<file path="src/rtl/serial_uart_bridge.sv">
// serial_uart_bridge: processor byte handshake <-> UART line pair, with a small FIFO per direction.
// Default framing is 8N1; define SERIAL_PARITY_EN for 8E1 (even parity on both TX and RX).

module serial_uart_bridge_fifo #(
  parameter int DEPTH = 4
) (
  input  logic       clock,
  input  logic       reset,
  input  logic       push,
  input  logic [7:0] push_data,
  input  logic       pop,
  output logic [7:0] head,
  output logic       empty,
  output logic       full
);
  localparam int AW = $clog2(DEPTH);

  logic [7:0]    mem [DEPTH];
  logic [AW-1:0] wr_ptr, rd_ptr;
  logic [AW:0]   count;
  logic          do_push, do_pop;

  assign empty   = (count == '0);
  assign full    = (count == (AW+1)'(DEPTH));
  assign do_push = push && !full;
  assign do_pop  = pop && !empty;
  // Head reads as zero while empty so the output is clean out of reset.
  assign head    = empty ? 8'h00 : mem[rd_ptr];

  always_ff @(posedge clock) begin
    if (do_push) mem[wr_ptr] <= push_data;
  end

  always_ff @(posedge clock or negedge reset) begin
    if (!reset) begin
      wr_ptr <= '0;
      rd_ptr <= '0;
      count  <= '0;
    end else begin
      if (do_push) wr_ptr <= wr_ptr + 1'b1;
      if (do_pop)  rd_ptr <= rd_ptr + 1'b1;
      if (do_push && !do_pop)      count <= count + 1'b1;
      else if (do_pop && !do_push) count <= count - 1'b1;
    end
  end
endmodule

module serial_uart_bridge #(
  parameter int CLKS_PER_BIT = 868,
  parameter int FIFO_DEPTH   = 4
) (
  input  logic       clock,
  input  logic       reset,
  output logic [7:0] proc_rx_data,
  output logic       proc_rx_valid,
  input  logic       proc_rx_rden,
  input  logic [7:0] proc_tx_data,
  input  logic       proc_tx_wren,
  output logic       proc_tx_ready,
  input  logic       uart_rxd,
  output logic       uart_txd,
  output logic       rx_frame_err,
  output logic       rx_overflow
);
  localparam int CW = $clog2(CLKS_PER_BIT);
  localparam logic [CW-1:0] CNT_LAST = CW'(CLKS_PER_BIT - 1);
  localparam logic [CW-1:0] CNT_MID  = CW'(CLKS_PER_BIT / 2 - 1);

`ifdef SERIAL_PARITY_EN
  typedef enum logic [2:0] {S_IDLE, S_START, S_DATA, S_PARITY, S_STOP} state_t;
`else
  typedef enum logic [1:0] {S_IDLE, S_START, S_DATA, S_STOP} state_t;
`endif

  // ---------------- TX ----------------
  state_t        tx_state, tx_state_nx;
  logic [CW-1:0] tx_cnt, tx_cnt_nx;
  logic [2:0]    tx_bit, tx_bit_nx;
  logic [7:0]    tx_shift, tx_shift_nx, tx_head;
  logic          tx_pop, tx_empty, tx_full, tx_tc;
`ifdef SERIAL_PARITY_EN
  logic          tx_par, tx_par_nx;
`endif

  serial_uart_bridge_fifo #(.DEPTH(FIFO_DEPTH)) u_tx_fifo (
    .clock(clock), .reset(reset), .push(proc_tx_wren), .push_data(proc_tx_data),
    .pop(tx_pop), .head(tx_head), .empty(tx_empty), .full(tx_full)
  );

  assign proc_tx_ready = !tx_full;
  assign tx_tc         = (tx_cnt == CNT_LAST);

  always_comb begin
    tx_state_nx = tx_state;
    tx_cnt_nx   = tx_cnt;
    tx_bit_nx   = tx_bit;
    tx_shift_nx = tx_shift;
    tx_pop      = 1'b0;
    uart_txd    = 1'b1;
`ifdef SERIAL_PARITY_EN
    tx_par_nx   = tx_par;
`endif
    if (tx_state != S_IDLE) tx_cnt_nx = tx_tc ? '0 : tx_cnt + 1'b1;
    case (tx_state)
      S_IDLE: if (!tx_empty) begin
        tx_pop      = 1'b1;
        tx_shift_nx = tx_head;
        tx_cnt_nx   = '0;
        tx_bit_nx   = '0;
`ifdef SERIAL_PARITY_EN
        tx_par_nx   = ^tx_head;
`endif
        tx_state_nx = S_START;
      end
      S_START: begin
        uart_txd = 1'b0;
        if (tx_tc) tx_state_nx = S_DATA;
      end
      S_DATA: begin
        uart_txd = tx_shift[0];
        if (tx_tc) begin
          tx_shift_nx = {1'b0, tx_shift[7:1]};
          tx_bit_nx   = tx_bit + 3'd1;
`ifdef SERIAL_PARITY_EN
          if (tx_bit == 3'd7) tx_state_nx = S_PARITY;
`else
          if (tx_bit == 3'd7) tx_state_nx = S_STOP;
`endif
        end
      end
`ifdef SERIAL_PARITY_EN
      S_PARITY: begin
        uart_txd = tx_par;
        if (tx_tc) tx_state_nx = S_STOP;
      end
`endif
      S_STOP: if (tx_tc) tx_state_nx = S_IDLE;
      default: tx_state_nx = S_IDLE;
    endcase
  end

  always_ff @(posedge clock or negedge reset) begin
    if (!reset) begin
      tx_state <= S_IDLE;
      tx_cnt   <= '0;
      tx_bit   <= '0;
      tx_shift <= '0;
`ifdef SERIAL_PARITY_EN
      tx_par   <= 1'b0;
`endif
    end else begin
      tx_state <= tx_state_nx;
      tx_cnt   <= tx_cnt_nx;
      tx_bit   <= tx_bit_nx;
      tx_shift <= tx_shift_nx;
`ifdef SERIAL_PARITY_EN
      tx_par   <= tx_par_nx;
`endif
    end
  end

  // ---------------- RX ----------------
  state_t        rx_state, rx_state_nx;
  logic [CW-1:0] rx_cnt, rx_cnt_nx;
  logic [2:0]    rx_bit, rx_bit_nx;
  logic [7:0]    rx_shift, rx_shift_nx;
  logic          rxd_meta, rxd_s, rx_armed, rx_armed_nx;
  logic          rx_push, rx_full, rx_empty, rx_tc, rx_mid, rx_bad;
  logic          err_nx, ovf_nx;
`ifdef SERIAL_PARITY_EN
  logic          rx_par_bad, rx_par_bad_nx;
  assign rx_bad = !rxd_s || rx_par_bad;
`else
  assign rx_bad = !rxd_s;
`endif

  serial_uart_bridge_fifo #(.DEPTH(FIFO_DEPTH)) u_rx_fifo (
    .clock(clock), .reset(reset), .push(rx_push), .push_data(rx_shift),
    .pop(proc_rx_rden), .head(proc_rx_data), .empty(rx_empty), .full(rx_full)
  );

  assign proc_rx_valid = !rx_empty;
  assign rx_tc         = (rx_cnt == CNT_LAST);
  assign rx_mid        = (rx_cnt == CNT_MID);

  always_comb begin
    rx_state_nx = rx_state;
    rx_cnt_nx   = rx_cnt;
    rx_bit_nx   = rx_bit;
    rx_shift_nx = rx_shift;
    rx_armed_nx = rx_armed | rxd_s;
    rx_push     = 1'b0;
    err_nx      = 1'b0;
    ovf_nx      = 1'b0;
`ifdef SERIAL_PARITY_EN
    rx_par_bad_nx = rx_par_bad;
`endif
    if (rx_state != S_IDLE) rx_cnt_nx = rx_tc ? '0 : rx_cnt + 1'b1;
    case (rx_state)
      S_IDLE: if (!rxd_s && rx_armed) begin
        rx_state_nx = S_START;
        rx_cnt_nx   = '0;
      end
      S_START: if (rx_mid) begin
        rx_cnt_nx   = '0;
        rx_bit_nx   = '0;
        rx_state_nx = rxd_s ? S_IDLE : S_DATA;
      end
      S_DATA: if (rx_tc) begin
        rx_shift_nx = {rxd_s, rx_shift[7:1]};
        rx_bit_nx   = rx_bit + 3'd1;
`ifdef SERIAL_PARITY_EN
        if (rx_bit == 3'd7) rx_state_nx = S_PARITY;
`else
        if (rx_bit == 3'd7) rx_state_nx = S_STOP;
`endif
      end
`ifdef SERIAL_PARITY_EN
      S_PARITY: if (rx_tc) begin
        rx_par_bad_nx = (^rx_shift) ^ rxd_s;
        rx_state_nx   = S_STOP;
      end
`endif
      S_STOP: if (rx_tc) begin
        // A low stop bit leaves the line low; wait for it to go high before re-arming.
        rx_state_nx = S_IDLE;
        rx_armed_nx = rxd_s;
        if (rx_bad)       err_nx  = 1'b1;
        else if (rx_full) ovf_nx  = 1'b1;
        else              rx_push = 1'b1;
      end
      default: rx_state_nx = S_IDLE;
    endcase
  end

  always_ff @(posedge clock or negedge reset) begin
    if (!reset) begin
      rxd_meta     <= 1'b1;
      rxd_s        <= 1'b1;
      rx_state     <= S_IDLE;
      rx_cnt       <= '0;
      rx_bit       <= '0;
      rx_shift     <= '0;
      rx_armed     <= 1'b1;
      rx_frame_err <= 1'b0;
      rx_overflow  <= 1'b0;
`ifdef SERIAL_PARITY_EN
      rx_par_bad   <= 1'b0;
`endif
    end else begin
      rxd_meta     <= uart_rxd;
      rxd_s        <= rxd_meta;
      rx_state     <= rx_state_nx;
      rx_cnt       <= rx_cnt_nx;
      rx_bit       <= rx_bit_nx;
      rx_shift     <= rx_shift_nx;
      rx_armed     <= rx_armed_nx;
      rx_frame_err <= err_nx;
      rx_overflow  <= ovf_nx;
`ifdef SERIAL_PARITY_EN
      rx_par_bad   <= rx_par_bad_nx;
`endif
    end
  end
endmodule

</file>
<file path="config.mk">
export PLATFORM = sky130hd
export DESIGN_NAME = serial_uart_bridge
export DESIGN_NICKNAME = d
export VERILOG_FILES = /design/src/rtl/serial_uart_bridge.sv
export SDC_FILE = /design/constraint.sdc
export NUM_CORES = 1
export LEC_CHECK = 0
export ABC_CLOCK_PERIOD_IN_PS = 2600
export BUFFER_PORTS_ARGS = -buffer_cell sky130_fd_sc_hd__buf_2
export CORE_ASPECT_RATIO = 1.75
export CORE_UTILIZATION = 45
export DETAILED_ROUTE_END_ITERATION = 10
export GPL_ROUTABILITY_DRIVEN = 0
export PLACE_DENSITY = 0.7
export SLEW_MARGIN = 20
export SYNTH_ARGS = -nofsm -noshare
export SYNTH_HDL_FRONTEND = slang
export SYNTH_HIERARCHICAL = 1
export SYNTH_SLANG_ARGS = --single-unit
</file>
<file path="constraint.sdc">
create_clock -name clock -period 2.6 [get_ports clock]
set_input_delay 0.13 -clock clock [delete_from_list [all_inputs] [get_ports clock]]
set_output_delay 0.13 -clock clock [all_outputs]
set_load 0.005 [all_outputs]
</file>
## Word level (Yosys, flattened, before mapping)

Memory sizes are Yosys's and may differ from the RTL's.
Index checks and enable logic that the tools add are counted.
Widths: inputs -> output; s select.

- Memories: 2
- Bits in registers: 65
- Bits in writable memories: 64

Memories:

| memory | depth | width | rd ports | clocked after memory_dff | wr ports | line | source |
|---|---|---|---|---|---|---|---|
| u_rx_fifo.mem | 4 | 8 | 1 | 0 | 1 | 18 | `logic [7:0] mem [DEPTH];` |
| u_tx_fifo.mem | 4 | 8 | 1 | 0 | 1 | 18 |  |

- Reductions and logical operators: 33
- Muxes and demuxes: 56
- Equal/unequal tests: 23
- $add $sub $neg: 12
- Bitwise logic cells: 1

Operators by type and width:

| kind | number |
|---|---|
| $mux 10 | 8 |
| $mux 3 | 8 |
| $mux 8 | 3 |
| $mux 2 | 11 |
| $add 10x1->10 const B | 2 |
| $eq 10x10->1 const B | 2 |
| $ne 2x2->1 const B | 10 |
| $pmux 10 s2 | 1 |
| $mux 1 | 19 |
| $pmux 2 s4 | 2 |
| $pmux 8 s2 | 1 |
| $add 3x1->3 const B | 4 |
| $eq 3x3->1 const B | 4 |
| $pmux 3 s2 | 2 |
| $reduce_bool 2->1 | 6 |
| $eq 10x9->1 const B | 1 |
| $reduce_and 5->1 | 2 |
| $logic_and 1x1->1 | 9 |
| $logic_not 1->1 | 9 |
| $add 2x1->2 const B | 4 |
| $eq 2x2->1 const B | 4 |
| $logic_not 3->1 | 2 |
| $reduce_and 3->1 | 2 |
| $sub 3x1->3 const B | 2 |
| 5 further kinds | 7 |

## Depth between registers and ports, before layout

- Depth after elaboration: 10
- Depth in mapped cells: 13
- Gate-level depth less buffers: 12

## Cells and area by module

The synthesis kept the hierarchy.

By module, submodules not included:

| module | cells each | area an instance (µm²) | times used |
|---|---|---|---|
| serial_uart_bridge | 241 | 2650.0 | 1 |
| serial_uart_bridge_fifo (u_rx_fifo) | 87 | 1649.1 | 1 |
| serial_uart_bridge_fifo (u_tx_fifo) | 87 | 1642.8 | 1 |

## Least setup slack after synthesis

Ideal clock, no wire load.

- Path type: register -> register
- Start: reg rx_cnt[0]
- End: reg u_rx_fifo.count[2]
- Setup slack: -0.166 ns
- Period minus slack after synthesis: 2.766 ns
- Stages on the path, launching flop included: 14
- Arrival: 2.686 ns
- Buffers on the path: 1
- Path through: dfrtp_1 ha_1 and4bb_2 nand3_2 or2_2 nor3b_1 nor2b_1 buf_6 ha_1 inv_1 fa_1 xor2_1 nor2_1 xor2_1

- Longest elaborated chain between the ends: 7
- Elaborated cells on any way between the ends: 9
- Classes of those cells: 1 x eq/ne; 3 x mux; 5 x reduce/logical

Ends and longest elaborated chain:

| what | line | source |
|---|---|---|
| from (decl) | 164 | `logic [CW-1:0] rx_cnt, rx_cnt_nx;` |
| from (signal assigned) | 254 | `rx_cnt <= rx_cnt_nx;` |
| $eq 10x10->1 (*) | 183 | `assign rx_tc = (rx_cnt == CNT_LAST);` |
| $mux 1 (*) | 224 | `S_STOP: if (rx_tc) begin` |
| $mux 1 (*) | 199 | `case (rx_state)` |
| net rx_push | 168 | `logic rx_push, rx_full, rx_empty, rx_tc, rx_mid, rx_bad;` |
| $logic_and 1x1->1 (*) | 25 | `assign do_push = push && !full;` |
| net u_rx_fifo.do_push | 21 | `logic do_push, do_pop;` |
| $logic_not 1->1 | 43 | `else if (do_pop && !do_push) count <= count - 1'b1;` |
| $logic_and 1x1->1 | 43 |  |
| $reduce_bool 2->1 (no line) | n/a |  |
| to (signal assigned) | 42 | `if (do_push && !do_pop) count <= count + 1'b1;` |
| to (signal assigned) | 43 |  |
| to (decl) | 20 | `logic [AW:0] count;` |

Mark *: on every way through the listed nets, which the timed path passes. The rest lies on a longest branch.
A chain may end at the register's enable or synchronous reset.

## Final worst setup path

- Start: reg rx_cnt[1]
- End: reg u_rx_fifo.count[2]

- Longest elaborated chain between the ends: 7
- Elaborated cells on any way between the ends: 9
- Classes of those cells: 1 x eq/ne; 3 x mux; 5 x reduce/logical

Ends and longest elaborated chain:

| what | line |
|---|---|
| $eq 10x10->1 (*) | 183 |
| $mux 1 (*) | 224 |
| $mux 1 (*) | 199 |
| net rx_push | 168 |
| $logic_and 1x1->1 (*) | 25 |
| $logic_not 1->1 | 43 |
| $logic_and 1x1->1 | 43 |
| $reduce_bool 2->1 (no line) | n/a |

Marks and branches as above.

==> flow_summary.yaml <==
die:
  die_height_um: 154
  die_x_um: 88.9
  die_area_um2: 13700
  core-area_um2: 12900
  placement_rows: 55
  pin_count: 26
  start_util: 0.459
run_status:
  outcome: "complete, no violations"
placed_design:
  portBuffers: 25
  dpl_cell_area_um2: 6360
  dp_cells: 616
  place_hpwl_um: 6890
grt:
  grt_pass1_wl_um: 16700
  antenna_found_initial: 0
  overflow: 0
  grt_max_degree: 29
  grt_use_total: 0.164
  first_global_vias: 3541
synthesis:
  synth_top_flop_cell: "edfxtp_1"
  avgSynthCellArea_um2: 14.3
  netlist_instances: 415
  ys.warnings.count: 6
  syn_area_um2: 5940
  ys_top_cells_by_area: "edfxtp_1 32%, dfrtp_1 26%, mux4_2 6.1%"
  synth_top_area_cell: "edfxtp_1"
  yosysUniqueCellTypes: 57
  yosysTopAreaCellShare: 0.323
  syn_nets: 451
  synth-seq-cells: 129
  ys_seq_area_frac: 0.598
  async_flop_share: 0.504
  synth_edf_count: 64
sta:
  tightest_slew_ps: 631
  finalHoldViolCount: 0
  setup_viol: 0
  skew_ps: 9.38
  fin_crit_sh: 0.959
  min_period_ps: 2490
  slew_viol_final: 0
  rsz0062_at_grt: "yes"
  fmax_mhz: 401
  slew_headroom: 0.579
pwr:
  leakage_nw: 2.82
  total_power_mw: 6.84
  ir_drop_mv: 0.904
  power_density_nw_per_um2: 965
routing:
  wl_um: 9700
  drtIter0Drc: 133
  num_vias: 3340
  drtPass1Iterations: 6
  wl_per_cell_um: 14.6
  drcViolationCount: 0
  antenna_left: 0
  via_per_inst: 5.05
clock_tree:
  cts_tree: "done"
  clkSlewWorstSetupHoldPaths_ps: 60
  cts-root-buf: "clkbuf_16"
  worstSkewPairLatency_ps: 420
  cts.sinks: 129
  numCtsBuffers: 17
  h-tree-depth: 4
  clk_path_buf_depth: 2
critical_path:
  end_kind: "register"
  crit_top_cell: "xor2_1"
  setup.worst_path.class: "register to register"
  arrival_ps: 2830
  timing.critical_path.cells: "ha_2 > and4bb_2 > nand3_4 > or2_4 > nor3b_2 > nor2b_4 > ha_4 > inv_2 > fa_2 > xor2_1 > nor2_1 > xor2_1"
  critical-path-top-delay-family: "simple AND/OR/NAND/NOR gates"
  crit_path_max_fanout: 2
  worstPathRequired_ps: 2940
  critPathMaxStageDelay_ps: 350
  worst-path-buf-inv: 1
  critPathSlowestCell: "dfrtp_1"
  startpoint_type: "register"
final_layout:
  area_delta_synth_final_pct: 19.3
  design_area_um2: 7090
  final_cell_mix: "64 x edfxtp_1, 62 x dfrtp_1, 28 x nand2_1"
  final_cells: 662
  drive_gt1_frac: 0.310
  antennaDiodeCount: 0
  fin_nets: 514
  fillers: 1107
  layout_commonest_cell: "edfxtp_1"
worst_hold_path:
  hold_path_class: "input port to register"
flow_run:
  max_cap_viol_count: 0
[what timing repair did]
item | in CTS | in global routing
hold endpoints to repair | 57 | 0
pin swaps | 0 | 5
endpoints found under the setup margin | 1 | 2
hold buffers | 11 | 0
setup buffers | 0 | 3
gates cloned | 0 | 0
resized for setup | 2 | 1
[final cells by class]
type | count | area (um2) | area share
Sequential cell | 129 | 3550 | 0.501
Multi-Input combinational cell | 253 | 2250 | 0.318
Clock buffer | 17 | 425 | 0.0600
Timing Repair Buffer | 60 | 415 | 0.0586
Tap cell | 171 | 214 | 0.0302
Clock inverter | 15 | 164 | 0.0231
Inverter | 17 | 63.8 | 0.00900
[path summary, 6_finish.rpt]
path	from	slack, ps	cells after the start	end
max	rx_cnt[1]$_DFF_PN0_	110	12	u_rx_fifo/count[2]$_DFFE_PN0P_
max in group asynchronous	reset	1570	3	u_tx_fifo/count[2]$_DFFE_PN0P_
min	proc_tx_wren	170	4	u_tx_fifo/wr_ptr[0]$_DFFE_PN0P_
min reg2reg	rxd_meta$_DFF_PN1_	370	0	rxd_s$_DFF_PN1_
min in group asynchronous	reset	270	2	rx_cnt[6]$_DFF_PN0_
max reg2reg	rx_cnt[1]$_DFF_PN0_	110	12	u_rx_fifo/count[2]$_DFFE_PN0P_
[per-layer routing]
layer,wire length (um),global-route usage,vias to the layer above
met5,0,0,-
li1,-,-,1633
met4,173,0.0745,0
met3,197,0.0386,16
met2,5680,0.298,43
met1,3640,0.172,1648
[Yosys cell counts, types with 2 or more instances]
cell and count:
nand3_2 4, mux4_2 16, mux2i_1 2, xor2_1 7
nand3_1 6, and2_1 27, nor2b_1 8, or3_1 3
mux2_4 9, dfstp_2 3, clkbuf_1 4, clkbuf_2 2
o21ai_0 20, buf_2 3, mux2_2 21, nor4_1 2
a21o_1 2, nor2_1 18, xnor2_1 13, o2111ai_1 2
nand4_1 3, and3_1 3, nand2_1 28, buf_6 6
ha_1 21, dfrtp_1 62, inv_1 17, nor3_1 4
edfxtp_1 64, nor3b_2 3, a22o_1 3, o31ai_1 2
nor3b_1 2, fa_1 2
[flip-flops by register name, summed over array words and instances (netlist names), named ones only]
signal,flops
rx_armed,1
rx_bit,3
rx_cnt,10
rx_frame_err,1
rx_overflow,1
rx_shift,8
rx_state,1
rxd_meta,1
rxd_s,1
tx_bit,3
tx_cnt,10
tx_shift,8
tx_state,2
u_rx_fifo/count,3
u_rx_fifo/mem,32
u_rx_fifo/rd_ptr,2
u_rx_fifo/wr_ptr,2
u_tx_fifo/count,3
u_tx_fifo/mem,32
u_tx_fifo/rd_ptr,2
u_tx_fifo/wr_ptr,2
[report_power, final]
part	leakage, nW	switching (mW)	internal (mW)
clock	0.286	0.961	1.36
combinational	1.18	0.769	0.987
sequential	1.35	0.266	2.49
total	2.82	2.00	4.84
[through the flow]
step                hold slack [ps]  worst slack, ps   util  setup TNS, ps
finish                          166              108  0.548              0
CTS                             152             47.8  0.546              0
global placement                185             24.9  0.491              0
detailed placement              195            -10.1  0.491          -10.1
floorplan                      -166             4.94      -              0
global route                    189            -82.0  0.548          -82.0
[logic make-up after synthesis]
kind of cell,Yosys count,share of synthesized area
flip-flops,129,0.598
AND/OR/NAND/NOR,123,0.121
multiplexers,48,0.127
AO/OA/AOI/OAI,39,0.0451
buffers and inverters,33,0.0295
adder cells (fa/ha/maj),23,0.0510
XOR/XNOR,20,0.0295
[worst reg2reg max path, stage by stage, from the launching register on]
cell	delay, ps
dfrtp_1	350
ha_2	180
and4bb_2	280
nand3_4	80
or2_4	250
nor3b_2	170
nor2b_4	190
ha_4	150
inv_2	30
fa_2	320
xor2_1	140
nor2_1	120
xor2_1	150
Note: power is estimated with default switching activity, not from simulation.
